### src/rtl/snake_head_ctrl.sv
// snake_head_ctrl: per-frame snake head game logic feeding the pixel renderer.
// Samples a vertical-blanking tick from the scan counters, latches direction
// requests, steps the head, and flags wall collisions and prey hits.
module snake_head_ctrl #(
  parameter int unsigned STEP            = 10,
  parameter int unsigned FRAMES_PER_MOVE = 4,
  parameter int unsigned X_MIN           = 15,
  parameter int unsigned X_MAX           = 630,
  parameter int unsigned Y_MIN           = 15,
  parameter int unsigned Y_MAX           = 465,
  parameter int unsigned X_INIT          = 20,
  parameter int unsigned Y_INIT          = 20
) (
  input  logic       clk,
  input  logic       rst_n,
  input  logic [9:0] h_count,
  input  logic [9:0] v_count,
  input  logic       btn_up,
  input  logic       btn_down,
  input  logic       btn_left,
  input  logic       btn_right,
  input  logic [9:0] prey_x,
  input  logic [9:0] prey_y,
  output logic [9:0] head_x,
  output logic [9:0] head_y,
  output logic [1:0] dir,
  output logic       eat_pulse,
  output logic [7:0] score,
  output logic       game_over
);

  localparam int unsigned POS_W     = 10;
  localparam int unsigned EXT_W     = 11;
  localparam int unsigned CNT_W     = 4;
  localparam int unsigned SCORE_W   = 8;
  localparam int unsigned BOX       = 10;
  localparam int unsigned SCORE_MAX = 255;
  localparam int unsigned TICK_V    = 480;

  localparam logic [1:0] DIR_RIGHT = 2'b00;
  localparam logic [1:0] DIR_LEFT  = 2'b01;
  localparam logic [1:0] DIR_UP    = 2'b10;
  localparam logic [1:0] DIR_DOWN  = 2'b11;

  typedef enum logic [1:0] {
    IDLE = 2'b00,
    RUN  = 2'b01,
    OVER = 2'b10
  } state_t;

  state_t state, state_nx;

  logic [3:0]         btn_meta;
  logic [3:0]         btn_s;
  logic               frame_tick;
  logic               btn_any;
  logic [1:0]         req_dir;

  logic               pend_valid, pend_valid_nx;
  logic [1:0]         pend_dir, pend_dir_nx;
  logic               armed, armed_nx;
  logic [CNT_W-1:0]   move_cnt, move_cnt_nx;
  logic [POS_W-1:0]   head_x_nx, head_y_nx;
  logic [1:0]         dir_nx;
  logic               eat_nx;
  logic [SCORE_W-1:0] score_nx;

  logic               move;
  logic [1:0]         new_dir;
  logic               wall;
  logic               hit;
  logic [EXT_W-1:0]   ext_x, ext_y, ext_px, ext_py;
  logic [EXT_W-1:0]   next_x, next_y;
  logic [EXT_W-1:0]   dx, dy;

  // Two-flop synchronizer for the raw buttons; bit order {up, down, left, right}.
  always_ff @(posedge clk or negedge rst_n) begin
    if (!rst_n) begin
      btn_meta <= '0;
      btn_s    <= '0;
    end else begin
      btn_meta <= {btn_up, btn_down, btn_left, btn_right};
      btn_s    <= btn_meta;
    end
  end

  // First blanking line start marks the once-per-frame update slot.
  assign frame_tick = (h_count == POS_W'(0)) && (v_count == POS_W'(TICK_V));

  // Priority-encode the synchronized buttons into a direction request.
  always_comb begin
    btn_any = |btn_s;
    if (btn_s[3])      req_dir = DIR_UP;
    else if (btn_s[2]) req_dir = DIR_DOWN;
    else if (btn_s[1]) req_dir = DIR_LEFT;
    else               req_dir = DIR_RIGHT;
  end

  // Move decode: effective direction, wall test, candidate position, prey overlap.
  always_comb begin
    move    = (state == RUN) && frame_tick &&
              (move_cnt == CNT_W'(FRAMES_PER_MOVE - 1));
    new_dir = pend_valid ? pend_dir : dir;
    ext_x   = EXT_W'(head_x);
    ext_y   = EXT_W'(head_y);
    ext_px  = EXT_W'(prey_x);
    ext_py  = EXT_W'(prey_y);
    wall    = 1'b0;
    next_x  = ext_x;
    next_y  = ext_y;
    case (new_dir)
      DIR_RIGHT: begin
        wall   = (ext_x + EXT_W'(STEP)) > EXT_W'(X_MAX - BOX);
        next_x = ext_x + EXT_W'(STEP);
      end
      DIR_LEFT: begin
        wall   = ext_x < EXT_W'(X_MIN + STEP);
        next_x = ext_x - EXT_W'(STEP);
      end
      DIR_UP: begin
        wall   = ext_y < EXT_W'(Y_MIN + STEP);
        next_y = ext_y - EXT_W'(STEP);
      end
      DIR_DOWN: begin
        wall   = (ext_y + EXT_W'(STEP)) > EXT_W'(Y_MAX - BOX);
        next_y = ext_y + EXT_W'(STEP);
      end
      default: ;
    endcase
    dx  = (next_x >= ext_px) ? (next_x - ext_px) : (ext_px - next_x);
    dy  = (next_y >= ext_py) ? (next_y - ext_py) : (ext_py - next_y);
    hit = (dx < EXT_W'(BOX)) && (dy < EXT_W'(BOX));
  end

  // FSM state register.
  always_ff @(posedge clk or negedge rst_n) begin
    if (!rst_n) state <= IDLE;
    else        state <= state_nx;
  end

  // FSM next-state logic.
  always_comb begin
    state_nx = state;
    case (state)
      IDLE:    if (btn_any) state_nx = RUN;
      RUN:     if (move && wall) state_nx = OVER;
      OVER:    if (armed && btn_any) state_nx = IDLE;
      default: state_nx = IDLE;
    endcase
  end

  // FSM output logic: next values for head, direction, score and bookkeeping.
  always_comb begin
    logic [1:0] dir_ref;
    head_x_nx     = head_x;
    head_y_nx     = head_y;
    dir_nx        = dir;
    eat_nx        = 1'b0;
    score_nx      = score;
    pend_valid_nx = pend_valid;
    pend_dir_nx   = pend_dir;
    armed_nx      = 1'b0;
    move_cnt_nx   = '0;
    dir_ref       = dir;
    case (state)
      IDLE: begin
        // The first press starts the game and becomes the first request unfiltered.
        if (btn_any) begin
          pend_valid_nx = 1'b1;
          pend_dir_nx   = req_dir;
        end
      end
      RUN: begin
        if (frame_tick) move_cnt_nx = move ? '0 : move_cnt + CNT_W'(1);
        else            move_cnt_nx = move_cnt;
        if (move) begin
          dir_nx        = new_dir;
          dir_ref       = new_dir;
          pend_valid_nx = 1'b0;
          if (!wall) begin
            head_x_nx = POS_W'(next_x);
            head_y_nx = POS_W'(next_y);
            if (hit) begin
              eat_nx   = 1'b1;
              score_nx = (score == SCORE_W'(SCORE_MAX)) ? score : score + SCORE_W'(1);
            end
          end
        end
        // Reverse is judged against the direction in force after this cycle.
        if (btn_any && (req_dir != (dir_ref ^ 2'b01))) begin
          pend_valid_nx = 1'b1;
          pend_dir_nx   = req_dir;
        end
      end
      OVER: begin
        armed_nx = armed || !btn_any;
        if (armed && btn_any) begin
          head_x_nx     = POS_W'(X_INIT);
          head_y_nx     = POS_W'(Y_INIT);
          dir_nx        = DIR_RIGHT;
          score_nx      = '0;
          pend_valid_nx = 1'b0;
          armed_nx      = 1'b0;
        end
      end
      default: ;
    endcase
  end

  // Registered datapath and outputs.
  always_ff @(posedge clk or negedge rst_n) begin
    if (!rst_n) begin
      head_x     <= POS_W'(X_INIT);
      head_y     <= POS_W'(Y_INIT);
      dir        <= DIR_RIGHT;
      eat_pulse  <= 1'b0;
      score      <= '0;
      game_over  <= 1'b0;
      pend_valid <= 1'b0;
      pend_dir   <= DIR_RIGHT;
      armed      <= 1'b0;
      move_cnt   <= '0;
    end else begin
      head_x     <= head_x_nx;
      head_y     <= head_y_nx;
      dir        <= dir_nx;
      eat_pulse  <= eat_nx;
      score      <= score_nx;
      game_over  <= (state_nx == OVER);
      pend_valid <= pend_valid_nx;
      pend_dir   <= pend_dir_nx;
      armed      <= armed_nx;
      move_cnt   <= move_cnt_nx;
    end
  end

endmodule

### config.mk
export PLATFORM = sky130hd
export DESIGN_NAME = snake_head_ctrl
export DESIGN_NICKNAME = d
export VERILOG_FILES = /design/src/rtl/snake_head_ctrl.sv
export SDC_FILE = /design/constraint.sdc
export NUM_CORES = 1
export LEC_CHECK = 0
export BUFFER_PORTS_ARGS = -buffer_cell sky130_fd_sc_hd__buf_2
export CAP_MARGIN = 30
export CORE_ASPECT_RATIO = 2
export CORE_MARGIN = 2
export CORE_UTILIZATION = 64
export CTS_BUF_LIST = sky130_fd_sc_hd__clkbuf_16
export DETAILED_ROUTE_END_ITERATION = 6
export GPL_TIMING_DRIVEN = 0
export PLACE_DENSITY = 0.9
export SYNTH_ARGS = -nofsm -noshare
export SYNTH_HDL_FRONTEND = slang
export SYNTH_SLANG_ARGS = --single-unit
export TNS_END_PERCENT = 100
### constraint.sdc
create_clock -name clk -period 8 [get_ports clk]
set_input_delay 0.8 -clock clk [delete_from_list [all_inputs] [get_ports clk]]
set_output_delay 0.8 -clock clk [all_outputs]
set_load 0.03 [all_outputs]
==> flow_summary_export.csv, run 1 <==
group,metric,value,unit
status,status,"finished clean",
synthesis,synth_top_family_by_area,"simple AND/OR/NAND/NOR gates",
global_route,grt_max_degree,43,
finish,final_cells,863,
cts,cts_resized,0,
cts,cts_root_buf,"clkbuf_16",
die,coreArea,8174,um2
synthesis,ys_ff_latch,48,
setup_path,rrSetupSlack,2650,ps
synthesis,synthArstFlopShare,100.0,%
synthesis,synth_area,5338,um2
die,floorplan.initialDensity,65.30,%
global_route,grtUsageTotal,36.69,%
setup_path,end_kind,"flop",
pwr,ir_worst_vdd,0.1657,mV
timing,setup_slack,2652,ps
synthesis,synth_edf_count,0,
timing,skew,7.879,ps
cts,htree_num_levels,2,
global_route,grt_pass1_vias,5589,
finish,layout_commonest_cell,"buf_2",
synthesis,yosys_most_used_dff,"dfrtp_1",
finish,fillers,685,
routing,drt-pass1-iter-count,6,
synthesis,netlist_instances,679,
routing,vias,5506,
routing,postRouteAntennaNets,0,
placement,numPortBuffers,75,
timing,drv_slew,0,
placement,dpl.cell_count,855,
pwr,powerDensity,134.9,nW/um2
global_route,grt_pass1_wl,25530,um
synthesis,synth.distinct_cells,85,
pwr,p_leak,2.875,nW
timing,fmax,187.0,MHz
synthesis,synth_fa_ha_area_share,11.81,%
die,die_x,68.58,um
cts,cts_buffers,5,
timing,finalCriticalPeriod,5348,ps
die,fp.dieH,133.2,um
timing,slew_headroom,41.96,%
setup_path,crit_arrival,5560,ps
synthesis,yosys-top-cells-area,"dfrtp_1, ha_1, a21oi_1",
finish,final_cell_mix,"buf_2, inv_1, a21oi_1",
cts,clk-insertion-delay-late,300,ps
job,maxCapViolations,0,
synthesis,synth.area.mux_share,3.657,%
finish,multi_input_area,3742,um2
cts,postCtsSetupBuffers,0,
routing,drt_iter0_markers,374,
setup_path,crit_type,"flop to flop",
cts,hold_buffers,0,
global_route,antenna_found_initial,0,
timing,grt_setup_unrepaired,"no",
synthesis,seq_area_frac_synth,22.60,%
cts,clk_path_buf_depth,2,
routing,post-route-drc-count,0,
synthesis,synth-simple-area-share,26.02,%
timing,tns,0,ps
finish,area_growth_syn_to_layout,12.99,%
die,row_count,47,
routing,viasPerCell,6.380,
min_path,hold_path_class,"primary input to asynchronous set/reset pin",
timing,finalCritPeriodShare,66.85,%
finish,fin_area,6031,um2
cts,clock_sinks,48,
global_route,grt-ovfl-total,0,
die,die-area,9131,um2
synthesis,synthXorXnorAreaFrac,5.087,%
placement,gp_congestion,0.9633,
synthesis,synth_compound_area_share,23.25,%
synthesis,avgSynthCellArea,7.861,um2
synthesis,synth_top_area_cell,"dfrtp_1",
die,pin_count,78,
setup_path,cp-start-kind,"flop",
setup_path,cp.required,8220,ps
routing,wl_per_cell,18.41,um
placement,place_ws,2822,ps
cts,clkSlewWorstSetupHoldPaths,70,ps
timing,finalHoldViolations,0,
timing,setup_viol,0,
timing,worst_pin_slew,864.0,ps
cts,cts_tree,"yes",
synthesis,yosys.area.top_type_share,20.63,%
finish,ff_latch_area,1206,um2
finish,fin_nets,858,
finish,antenna_cells,0,
placement,hpwl,12460,um
routing,finalWirelength,15890,um
synthesis,synth_warnings,0,
finish,drive_gt1_share,18.04,%
placement,dpl_cell_area,5863,um2
setup_path,cp_max_fo,10,
==> critical path, cell delays in order (launching register included) <==
cell	delay, ps
dfrtp_1	430
buf_4	200
mux2i_1	580
clkbuf_1	430
nor2_1	70
a21oi_1	310
inv_1	90
ha_1	320
clkbuf_1	340
o211ai_1	280
a21oi_1	180
or2_1	210
a31oi_1	150
o32ai_1	340
xnor2_1	170
nand4_1	290
nor4b_2	510
nand4_1	180
mux2i_1	190
==> final timing paths <==
path                            cells after the start   startpoint        end
worst min register to register                      0  btn_meta[3]   btn_s[3]
worst max-delay path                               18   pend_valid   score[6]
worst min-delay path                                1        rst_n  eat_pulse
max in group asynchronous                           2        rst_n  head_x[2]
worst max register to register                     18   pend_valid   score[6]
min in group clk                                    0  btn_meta[3]   btn_s[3]
==> state kept, by name (all words and copies together) (netlist names) <==
signal	flops
pend_dir	2
score	8
eat_pulse	1
state	2
head_x	9
armed	1
head_y	9
dir	2
move_cnt	4
pend_valid	1
btn_s	4
game_over	1
btn_meta	4
==> power breakdown <==
part / switching (mW) / internal (mW) / leakage [nW]
Sequential: 0.00350 / 0.246 / 0.576
Combinational: 0.193 / 0.124 / 2.22
Clock: 0.100 / 0.147 / 0.0798
==> area by class of cell <==
class                   instances  area share, %
plain buffers                  38          3.091
clock buffers                   5          2.075
clock inverters                 3         0.7054
inverters                      56          3.485
multi-input cells             539          62.05
flip-flops and latches         48          20.00
well taps                      98          2.033
repair buffers                 76          6.556
==> per-layer routing <==
layer  part of all wire [%]  track usage (%)  wire length [um]
met5                      0                0                 0
met4                    7.3            26.78              1166
met3                    5.4            6.672               860
met2                     53            64.05              8377
met1                     35            36.19              5487
==> metrics by stage <==
stage                     util, %  hold slack [ps]  power [mW]
after floorplan                 -            331.2      0.4841
after global placement      71.48            336.4      0.5543
after detailed placement    71.73            335.7      0.5639
after CTS                   73.78            341.1      0.8090
after global routing        73.78            344.9      0.8550
final                       73.78            331.3      0.8135
==> synthesized netlist by cell type (6+ instances only) <==
cell type	count
nand2_1	51
ha_1	44
nand3_1	27
and3_1	10
a31oi_1	6
a21oi_1	55
nor2_1	46
o21ai_0	33
o22ai_1	6
nand4_1	16
and2_1	12
o21a_1	11
o21bai_1	6
nand2b_1	13
nor2b_1	10
dfrtp_1	44
clkbuf_1	22
xnor2_1	18
xor2_1	13
inv_1	55
buf_2	8
o211ai_1	8
nor3_1	19
nor4_1	9
o31ai_1	8
mux2i_1	15
a21o_1	7
==> cells by family (layout without fill, tap and decap cells) <==
| logic type | count (synthesis) | after routing |
|---|---|---|
| AND/OR/NAND/NOR | 253 | 253 |
| flip-flops | 48 | 48 |
| multiplexers | 19 | 19 |
| other | 2 | 4 |
| AO/OA/AOI/OAI | 184 | 184 |
| buffers and inverters | 94 | 178 |
| adder cells (fa/ha/maj) | 48 | 48 |
| XOR/XNOR | 31 | 31 |
(Power assumes the default switching activity.)
==> inputs of run 2 (changes only) <==
- CORE_UTILIZATION: 64 -> 53
- PLACE_DENSITY: 0.9 -> 0.8
- clock period: 8 -> 4.7 ns (I/O delays scaled with it)
==> flow_summary_export.csv, run 2 (synthesized netlist as in run 1, its figures left out) <==
group,metric,value,unit
cts,clk_path_buf_depth,2,
timing,tns,0,ps
cts,cts_root_buf,"clkbuf_16",
setup_path,cp.required,4920,ps
global_route,grt_pass1_wl,26220,um
setup_path,crit_slowest_cell,"dfrtp_1",
finish,final_cell_mix,"buf_2, inv_1, nand2_1, a21oi_1, nor2_1",
routing,finalWirelength,16580,um
setup_path,cp.buffers_inverters,5,
status,status,"finished clean",
cts,clk-insertion-delay-late,300,ps
global_route,grtUsageTotal,30.63,%
cts,clkSlewWorstSetupHoldPaths,70,ps
die,row_count,51,
timing,setup_slack,183.6,ps
die,coreArea,9763,um2
global_route,grt_max_degree,32,
pwr,p_leak,3.050,nW
routing,post-route-drc-count,0,
setup_path,cp-start-kind,"flop",
cts,clock_sinks,48,
timing,finalCritPeriodShare,96.09,%
pwr,powerDensity,227.5,nW/um2
timing,slew_headroom,46.22,%
routing,vias,5605,
finish,fin_area,6454,um2
die,floorplan.initialDensity,54.67,%
routing,postRouteAntennaNets,0,
timing,worst_pin_slew,803.7,ps
timing,drv_slew,0,
setup_path,path_cells,"buf_6, mux2i_4, buf_4, nand2_1, xor2_2, inv_1, ha_4, a21o_1, or3_1, o2111a_2, o21ai_4, nand2_4, o311ai_2, nand4_1, buf_4, nor3_4, buf_4, nand4_1, a21oi_1",
timing,finalHoldViolations,0,
setup_path,crit_arrival,4740,ps
cts,cts_buffers,5,
finish,fin_nets,874,
timing,setup_viol,0,
finish,largestRegisters,"head_x (9), head_y (9), score (8)",
timing,fmax,221.4,MHz
cts,cts_tree,"yes",
routing,drt-pass1-iter-count,5,
setup_path,cpPeakStageDelay,430,ps
finish,drive_gt1_share,25.35,%
placement,numPortBuffers,75,
placement,dpl_cell_area,5906,um2
timing,skew,7.551,ps
finish,fin_util,66.10,%
die,pin_count,78,
die,die-area,10940,um2
setup_path,crit_top_cell,"buf_4",
placement,place_ws,-512.3,ps
die,fp.dieH,145.9,um
cts,hold_buffers,0,
routing,viasPerCell,6.139,
setup_path,path_delay_family,"compound AO/OA/AOI/OAI gates",
finish,layout_commonest_cell,"buf_2",
setup_path,end_kind,"flop",
finish,antenna_cells,0,
global_route,grt_pass1_vias,5591,
global_route,grt-ovfl-total,0,
setup_path,cp_max_fo,10,
job,maxCapViolations,0,
timing,finalCriticalPeriod,4516,ps
die,die_x,74.96,um
routing,drt_iter0_markers,311,
placement,hpwl,12700,um
global_route,antenna_found_initial,0,
min_path,hold_path_class,"primary input to asynchronous set/reset pin",
setup_path,crit_type,"flop to flop",
pwr,ir_worst_vdd,0.2782,mV
finish,area_growth_syn_to_layout,20.91,%
cts,htree_num_levels,2,
placement,gp_congestion,0.9803,
routing,wl_per_cell,18.16,um
run 2: cell types whose count changed in the layout (fill, tap and decap cells not counted), sizes merged:
cell	change
buf	+23
clkbuf	-7
clkinv	+1
clkinvlp	-1
run 2: layer usage:
metal	routed length, um	part of all wire [%]	global-route usage [%]
met5	0	0	0
met4	1030	6.2	15.89
met3	685	4.1	4.294
met2	9180	55	57.37
met1	5681	34	30.48
run 2: per-stage QoR:
step                hold WS, ps  instances  power (mW)
floorplan                 174.4        681      0.8240
global placement          334.7        888      0.9465
detailed placement        342.8        889      0.9621
CTS                       130.1        901       1.410
global route              146.4        913       1.537
finish                    109.0        913       1.468
run 2: cell type report:
type	count	area (um2)
Clock buffer	5	125.1
Tap cell	132	165.2
Multi-Input combinational cell	539	3954
Buffer	30	170.2
Clock inverter	3	47.55
Sequential cell	48	1209
Inverter	56	210.2
Fill cell	874	3309
Timing Repair Buffer	100	573.1
run 2: path summary, 6_finish.rpt:
check                                 start           to  slack [ps]  cells past startpoint
worst max-delay path             pend_valid     score[7]         180                     19
worst min-delay path                  rst_n     score[1]         110                      1
worst max register to register   pend_valid     score[7]         180                     19
worst min register to register  btn_meta[1]     btn_s[1]         350                      0
max in group asynchronous             rst_n    head_x[4]        4020                      2
min in group clk                  btn_right  btn_meta[0]         270                      1
run 2: power by group:
| part | total, mW | internal, mW | leakage (nW) | switching, mW |
|---|---|---|---|---|
| sequential | 0.425 | 0.419 | 0.574 | 0.00664 |
| clock | 0.426 | 0.253 | 0.0840 | 0.173 |
| combinational | 0.617 | 0.259 | 2.39 | 0.359 |
| total | 1.47 | 0.930 | 3.05 | 0.538 |
run 2: repair_timing:
action / 4_1_cts / 5_1_grt
buffers inserted: 5 / 19
pin swaps: 4 / 9
cloned: 0 / 0
gates resized for setup: 15 / 41
setup endpoints to repair: 9 / 9
